<file path="config.mk">
export PLATFORM = sky130hd
export DESIGN_NAME = branch_flag_stage_flat
export DESIGN_NICKNAME = d
export VERILOG_FILES = /design/src/rtl/branch_flag_stage_if.sv /design/src/rtl/branch_flag_stage.sv /design/src/flat_wrapper.sv
export SDC_FILE = /design/constraint.sdc
export NUM_CORES = 1
export LEC_CHECK = 0
export CORE_MARGIN = 2
export CORE_UTILIZATION = 42
export DETAILED_ROUTE_END_ITERATION = 10
export HOLD_SLACK_MARGIN = 0.03
export PLACE_DENSITY = 0.86
export SYNTH_ARGS = -nofsm -noshare
export SYNTH_HDL_FRONTEND = slang
export SYNTH_SLANG_ARGS = --single-unit
</file>
<file path="constraint.sdc">
create_clock -name clk -period 3.7 [get_ports clk]
set_input_delay 0.74 -clock clk [delete_from_list [all_inputs] [get_ports clk]]
set_output_delay 0.74 -clock clk [all_outputs]
set_load 0.05 [all_outputs]
</file>
<file path="src/rtl/branch_flag_stage_if.sv">
// ---------------------------------------------------------------------------
// branch_flag_stage_if
//
// Purpose: bundles the EX-side inputs and the MEM-side outputs of the
// execute-to-memory boundary stage into one connection.
//
// Signal summary:
//   in_valid               EX holds a live instruction
//   stall, flush           pipeline control (flush beats stall)
//   alu_result             ALU output (WIDTH bits)
//   alu_zero/neg/carry/ovf ALU Z, N, C, V
//   set_flags              instruction is ADDS/SUBS/ANDS
//   is_b/is_cbz/is_cbnz/is_bcond  branch kind (at most one set)
//   cond                   B.cond condition code
//   br_target              computed branch target (WIDTH bits)
//   out_valid/out_result   registered valid and result to MEM
//   flags                  architectural {N,Z,C,V}
//   br_taken/br_pc         registered branch decision and target
//
// Modports:
//   master - the EX side, which drives the instruction and sees the results
//   slave  - the stage itself
// ---------------------------------------------------------------------------
interface branch_flag_stage_if #(
    parameter int WIDTH = 64
);
    logic             in_valid;
    logic             stall;
    logic             flush;
    logic [WIDTH-1:0] alu_result;
    logic             alu_zero;
    logic             alu_neg;
    logic             alu_carry;
    logic             alu_ovf;
    logic             set_flags;
    logic             is_b;
    logic             is_cbz;
    logic             is_cbnz;
    logic             is_bcond;
    logic [3:0]       cond;
    logic [WIDTH-1:0] br_target;

    logic             out_valid;
    logic [WIDTH-1:0] out_result;
    logic [3:0]       flags;
    logic             br_taken;
    logic [WIDTH-1:0] br_pc;

    modport master (
        output in_valid, stall, flush, alu_result, alu_zero, alu_neg,
               alu_carry, alu_ovf, set_flags, is_b, is_cbz, is_cbnz,
               is_bcond, cond, br_target,
        input  out_valid, out_result, flags, br_taken, br_pc
    );

    modport slave (
        input  in_valid, stall, flush, alu_result, alu_zero, alu_neg,
               alu_carry, alu_ovf, set_flags, is_b, is_cbz, is_cbnz,
               is_bcond, cond, br_target,
        output out_valid, out_result, flags, br_taken, br_pc
    );
endinterface

</file>
<file path="src/rtl/branch_flag_stage.sv">
// ---------------------------------------------------------------------------
// branch_flag_stage
//
// Purpose: execute-to-memory boundary of the 64-bit pipelined CPU. Holds the
// architectural NZCV flag register, resolves B / CBZ / CBNZ / B.cond and
// registers the ALU result, the branch decision and the branch target for the
// memory stage, honouring stall and flush.
//
// Ports:
//   clk    - single clock, all state updates on the rising edge
//   reset  - asynchronous, active-low; 0 clears all state immediately
//   bus    - branch_flag_stage_if.slave carrying EX inputs and MEM outputs
// ---------------------------------------------------------------------------
module branch_flag_stage #(
    parameter int WIDTH = 64
) (
    input  logic                   clk,
    input  logic                   reset,
    branch_flag_stage_if.slave     bus
);

    logic             r_valid;
    logic [WIDTH-1:0] r_result;
    logic [3:0]       r_flags;
    logic             r_taken;
    logic [WIDTH-1:0] r_pc;

    logic             w_condMet;
    logic             w_decision;
    logic             w_flagWrite;

    logic             w_n;
    logic             w_z;
    logic             w_c;
    logic             w_v;

    // B.cond looks at the flags already committed, never at this cycle's ALU
    // flags: a flag setter and a B.cond are never the same instruction.
    assign w_n = r_flags[3];
    assign w_z = r_flags[2];
    assign w_c = r_flags[1];
    assign w_v = r_flags[0];

    // Condition-code evaluation; codes E and F mean "always".
    always_comb begin
        w_condMet = 1'b1;
        case (bus.cond)
            4'h0:    w_condMet = w_z;
            4'h1:    w_condMet = ~w_z;
            4'h2:    w_condMet = w_c;
            4'h3:    w_condMet = ~w_c;
            4'h4:    w_condMet = w_n;
            4'h5:    w_condMet = ~w_n;
            4'h6:    w_condMet = w_v;
            4'h7:    w_condMet = ~w_v;
            4'h8:    w_condMet = w_c & ~w_z;
            4'h9:    w_condMet = ~w_c | w_z;
            4'hA:    w_condMet = (w_n == w_v);
            4'hB:    w_condMet = (w_n != w_v);
            4'hC:    w_condMet = ~w_z & (w_n == w_v);
            4'hD:    w_condMet = w_z | (w_n != w_v);
            default: w_condMet = 1'b1;
        endcase
    end

    // Branch decision by kind; at most one kind is set, so the priority order
    // here never actually arbitrates anything.
    always_comb begin
        w_decision = 1'b0;
        if (bus.is_b) begin
            w_decision = 1'b1;
        end else if (bus.is_cbz) begin
            w_decision = bus.alu_zero;
        end else if (bus.is_cbnz) begin
            w_decision = ~bus.alu_zero;
        end else if (bus.is_bcond) begin
            w_decision = w_condMet;
        end
    end

    assign w_flagWrite = bus.in_valid & bus.set_flags & ~bus.stall & ~bus.flush;

    // Architectural flag register: only a live, unstalled, unflushed flag
    // setter may change it; a later setter simply overwrites an earlier one.
    always_ff @(posedge clk or negedge reset) begin
        if (!reset) begin
            r_flags <= 4'b0000;
        end else if (w_flagWrite) begin
            r_flags <= {bus.alu_neg, bus.alu_zero, bus.alu_carry, bus.alu_ovf};
        end
    end

    // Pipeline register toward MEM. Flush kills the slot but leaves result and
    // target alone since they are meaningless without out_valid. Flush is
    // checked first so that it beats a simultaneous stall.
    always_ff @(posedge clk or negedge reset) begin
        if (!reset) begin
            r_valid  <= 1'b0;
            r_result <= '0;
            r_taken  <= 1'b0;
            r_pc     <= '0;
        end else if (bus.flush) begin
            r_valid  <= 1'b0;
            r_taken  <= 1'b0;
        end else if (!bus.stall) begin
            r_valid  <= bus.in_valid;
            r_result <= bus.alu_result;
            r_pc     <= bus.br_target;
            r_taken  <= bus.in_valid & w_decision;
        end
    end

    assign bus.out_valid  = r_valid;
    assign bus.out_result = r_result;
    assign bus.flags      = r_flags;
    assign bus.br_taken   = r_taken;
    assign bus.br_pc      = r_pc;

endmodule

</file>
<file path="src/flat_wrapper.sv">
// flat-port wrapper written by rule: the top's interface ports become plain ports
module branch_flag_stage_flat 
#(
    parameter int WIDTH = 64
)
  (clk, reset, bus_in_valid, bus_stall, bus_flush, bus_alu_result, bus_alu_zero, bus_alu_neg, bus_alu_carry, bus_alu_ovf, bus_set_flags, bus_is_b, bus_is_cbz, bus_is_cbnz, bus_is_bcond, bus_cond, bus_br_target, bus_out_valid, bus_out_result, bus_flags, bus_br_taken, bus_br_pc);
  branch_flag_stage_if #(.WIDTH(WIDTH)) bus_i ();
  input  logic clk;
  input  logic reset;
  input wire logic [$bits(bus_i.in_valid)-1:0] bus_in_valid;
  input wire logic [$bits(bus_i.stall)-1:0] bus_stall;
  input wire logic [$bits(bus_i.flush)-1:0] bus_flush;
  input wire logic [$bits(bus_i.alu_result)-1:0] bus_alu_result;
  input wire logic [$bits(bus_i.alu_zero)-1:0] bus_alu_zero;
  input wire logic [$bits(bus_i.alu_neg)-1:0] bus_alu_neg;
  input wire logic [$bits(bus_i.alu_carry)-1:0] bus_alu_carry;
  input wire logic [$bits(bus_i.alu_ovf)-1:0] bus_alu_ovf;
  input wire logic [$bits(bus_i.set_flags)-1:0] bus_set_flags;
  input wire logic [$bits(bus_i.is_b)-1:0] bus_is_b;
  input wire logic [$bits(bus_i.is_cbz)-1:0] bus_is_cbz;
  input wire logic [$bits(bus_i.is_cbnz)-1:0] bus_is_cbnz;
  input wire logic [$bits(bus_i.is_bcond)-1:0] bus_is_bcond;
  input wire logic [$bits(bus_i.cond)-1:0] bus_cond;
  input wire logic [$bits(bus_i.br_target)-1:0] bus_br_target;
  output wire logic [$bits(bus_i.out_valid)-1:0] bus_out_valid;
  output wire logic [$bits(bus_i.out_result)-1:0] bus_out_result;
  output wire logic [$bits(bus_i.flags)-1:0] bus_flags;
  output wire logic [$bits(bus_i.br_taken)-1:0] bus_br_taken;
  output wire logic [$bits(bus_i.br_pc)-1:0] bus_br_pc;
  assign bus_i.in_valid = bus_in_valid;
  assign bus_i.stall = bus_stall;
  assign bus_i.flush = bus_flush;
  assign bus_i.alu_result = bus_alu_result;
  assign bus_i.alu_zero = bus_alu_zero;
  assign bus_i.alu_neg = bus_alu_neg;
  assign bus_i.alu_carry = bus_alu_carry;
  assign bus_i.alu_ovf = bus_alu_ovf;
  assign bus_i.set_flags = bus_set_flags;
  assign bus_i.is_b = bus_is_b;
  assign bus_i.is_cbz = bus_is_cbz;
  assign bus_i.is_cbnz = bus_is_cbnz;
  assign bus_i.is_bcond = bus_is_bcond;
  assign bus_i.cond = bus_cond;
  assign bus_i.br_target = bus_br_target;
  assign bus_out_valid = bus_i.out_valid;
  assign bus_out_result = bus_i.out_result;
  assign bus_flags = bus_i.flags;
  assign bus_br_taken = bus_i.br_taken;
  assign bus_br_pc = bus_i.br_pc;
  branch_flag_stage #(.WIDTH(WIDTH)) u_core (.clk(clk), .reset(reset), .bus(bus_i));
endmodule
</file>
==> flow_summary_export.csv <==
group,metric,value,unit
clock_network,hold_buffers,0,
sta,skew,0.000246,ns
setup_path,path_cells,"clkdlybuf4s50_1",
placement,dpl.hpwl,10200,um
synth,yosysWarnings,0,
final_layout,antenna_cells,0,
clock_network,clk-insertion-delay-late,0.40,ns
global_routing,grt_use_total,21.2,%
global_routing,grt_pass1_vias,4140,
synth,synth.avg_cell_area,16.6,um2
status,status,"completed",
sta,final.period_utilization,66.7,%
setup_path,endpoint_kind,"output pin",
clock_network,cts_buffer_depth,2,
route,totalWireLength,13700,um
setup_path,crit_type,"reg -> out",
floorplan,die_w,115,um
placement,place_congestion,0.799,
setup_path,cp_max_fo,5,
synth,synth_cell_types,25,
setup_path,critPathMaxStageDelay,0.85,ns
placement,dp_slack,1.17,ns
synth,synthCells,311,
sta,clock.fmax,405,MHz
power,p_leak,3.58,nW
route,ant_nets,0,
floorplan,start_util,42.9,%
sta,timing_worst_slew_pin_value,0.788,ns
clock_network,root_buffer,"clkbuf_16",
floorplan,die_h,115,um
global_routing,antenna_found_initial,0,
sta,slew_viol_final,0,
hold_path,hold_class,"in -> async",
global_routing,grt-ovfl-total,0,
final_layout,post_route_cells_drive_above_1_share,27.5,%
global_routing,grt.met2_usage,37.6,%
setup_path,worstPathRequired,2.96,ns
setup_path,r2r_cells,4,
global_routing,grt_max_degree,69,
sta,slew_headroom,47.5,%
clock_network,cts_made_buffers,17,
sta,min_period,2.47,ns
setup_path,cp.buffers_inverters,1,
global_routing,grt_pass1_wl,21100,um
synth,netlist_area,0.00515,mm2
clock_network,clkTransAtPathRegs,0.05,ns
route,drt_iter0_markers,113,
setup_path,crit_cells,1,
synth,yosysSeqAreaShare,65.1,%
clock_network,cts_setup_buffers,0,
global_routing,grt_use_met3,8.89,%
route,routedWlPerCell,18.1,um
setup_path,cp_slowest_cell,"clkdlybuf4s50_1",
setup_path,cp-start-kind,"flip-flop",
clock_network,cts.sinks,134,
global_routing,top_usage_layer,"met2",
floorplan,num_rows,40,
final_layout,postLayoutCoreUtil,72.2,%
sta,timing.final.ws_setup,1.23,ns
flow_run,maxCapViolCount,0,
synth,synth_nets,457,
final_layout,syn_to_final_growth,68.5,%
route,drc,0,
final_layout,fin_area,0.00867,mm2
sta,setup_viol,0,
route,dr.pass1.iters,4,
placement,portBuffers,279,
clock_network,tritoncts,"yes",
final_layout,final_nets,746,
route,vias_per_cell,4.93,
clock_network,ctsResizeCount,0,
power,ir_drop,0.386,mV
setup_path,regToRegSetupSlack,2.08,ns
route,vias,3732,
setup_path,cpLargestDelayFamily,"buffers and inverters",
final_layout,fill_cells,806,
power,powerDensity,591,mW/mm2
floorplan,io_pins,280,
sta,rsz0062_at_grt,"false",
synth,ys_ff_latch,134,
clock_network,htreeDepth,4,
floorplan,core-area,0.0120,mm2
global_routing,met1_usage,21.8,%
sta,setup-tns-final,0,ns
sta,hold_viol_final,0,
placement,place_area,0.00812,mm2
floorplan,dieArea,0.0132,mm2
setup_path,cp.arrival,1.73,ns
-- per-layer routing --
| metal | wire, um | up-vias |
|---|---|---|
| met4 | 347 | 0 |
| met2 | 7200 | 184 |
| met1 | 4780 | 1826 |
| li1 | - | 1692 |
| met3 | 1360 | 30 |
| met5 | 0 | - |
-- final timing paths --
check | from | to
max | u_core.bus.flags[3] | bus_flags[3]
min | reset | u_core.bus.br_pc[59]
max reg2reg | u_core.bus.flags[0] | u_core.bus.br_taken
min reg2reg | u_core.bus.br_pc[0] | u_core.bus.br_pc[0]
max in group asynchronous | reset | u_core.bus.br_pc[25]
min in group clk | u_core.bus.br_pc[0] | u_core.bus.br_pc[0]
-- state kept, by name, summed over array words and instances (netlist names) --
signal / flops
u_core.bus.flags: 4
u_core.bus.br_taken: 1
u_core.bus.out_valid: 1
u_core.bus.br_pc: 64
u_core.bus.out_result: 64
-- final cells by class --
class / count / area, um2 / area share, %
clock buffers: 25 / 505 / 5.83
repair buffers: 284 / 2850 / 32.9
multi-input cells: 162 / 1730 / 19.9
clock inverters: 4 / 45.0 / 0.519
well taps: 147 / 184 / 2.12
inverters: 1 / 3.75 / 0.0433
flip-flops and latches: 134 / 3350 / 38.7
-- kinds of logic (layout without fill, tap and decap cells) --
family	after synthesis	in the layout	synth area share (%)
AND/OR/NAND/NOR	13	13	1.53
flip-flops	134	134	65.1
multiplexers	136	136	29.7
XOR/XNOR	2	2	0.681
AO/OA/AOI/OAI	11	11	1.58
buffers and inverters	15	314	1.41
-- placed cells by master (no fill, tap or decap), types with 2 or more instances in the layout --
cell,n
clkbuf_16,17
buf_4,4
a21oi_1,4
dfrtp_1,134
clkbuf_1,3
nor3b_1,2
clkdlybuf4s50_1,278
nor2_1,2
clkinv_2,3
mux2i_1,3
clkbuf_8,5
nand2b_1,2
buf_12,2
mux2_2,133
-- metrics by stage --
stage               hold slack [ns]  power (mW)  instances
global placement              0.488        3.55        728
floorplan                     0.444        2.87        311
CTS                           0.288        5.18        757
detailed placement            0.494        3.60        728
global route                  0.306        5.33        757
finish                        0.284        5.13        757
-- report_power, final --
| part | total [mW] | switching, mW | internal, mW |
|---|---|---|---|
| registers | 1.81 | 0.124 | 1.69 |
| clock network | 1.56 | 0.566 | 0.998 |
| logic | 1.76 | 1.06 | 0.699 |
-- Yosys cell counts --
| cell type | instances | area, um2 |
|---|---|---|
| nand2_1 | 1 | 3.75 |
| a211oi_1 | 1 | 7.51 |
| nor3_1 | 1 | 5.00 |
| o32a_2 | 1 | 11.3 |
| nor2_1 | 3 | 11.3 |
| xor2_1 | 1 | 8.76 |
| o2111a_1 | 1 | 11.3 |
| nand3b_1 | 1 | 7.51 |
| buf_2 | 13 | 65.1 |
| or3b_1 | 1 | 8.76 |
| mux2_2 | 133 | 1500 |
| mux2i_1 | 3 | 30.0 |
| o211a_1 | 1 | 10.0 |
| xnor3_4 | 1 | 26.3 |
| inv_1 | 1 | 3.75 |
| and3b_1 | 1 | 8.76 |
| a221o_1 | 1 | 10.0 |
| clkbuf_1 | 1 | 3.75 |
| a31oi_1 | 1 | 6.26 |
| o21ai_0 | 1 | 5.00 |
| a21oi_1 | 4 | 20.0 |
| nor3b_1 | 2 | 15.0 |
| nand2b_1 | 2 | 12.5 |
| and2_0 | 1 | 6.26 |
| dfrtp_1 | 134 | 3350 |
No activity file was read; power rests on OpenSTA's default activity.
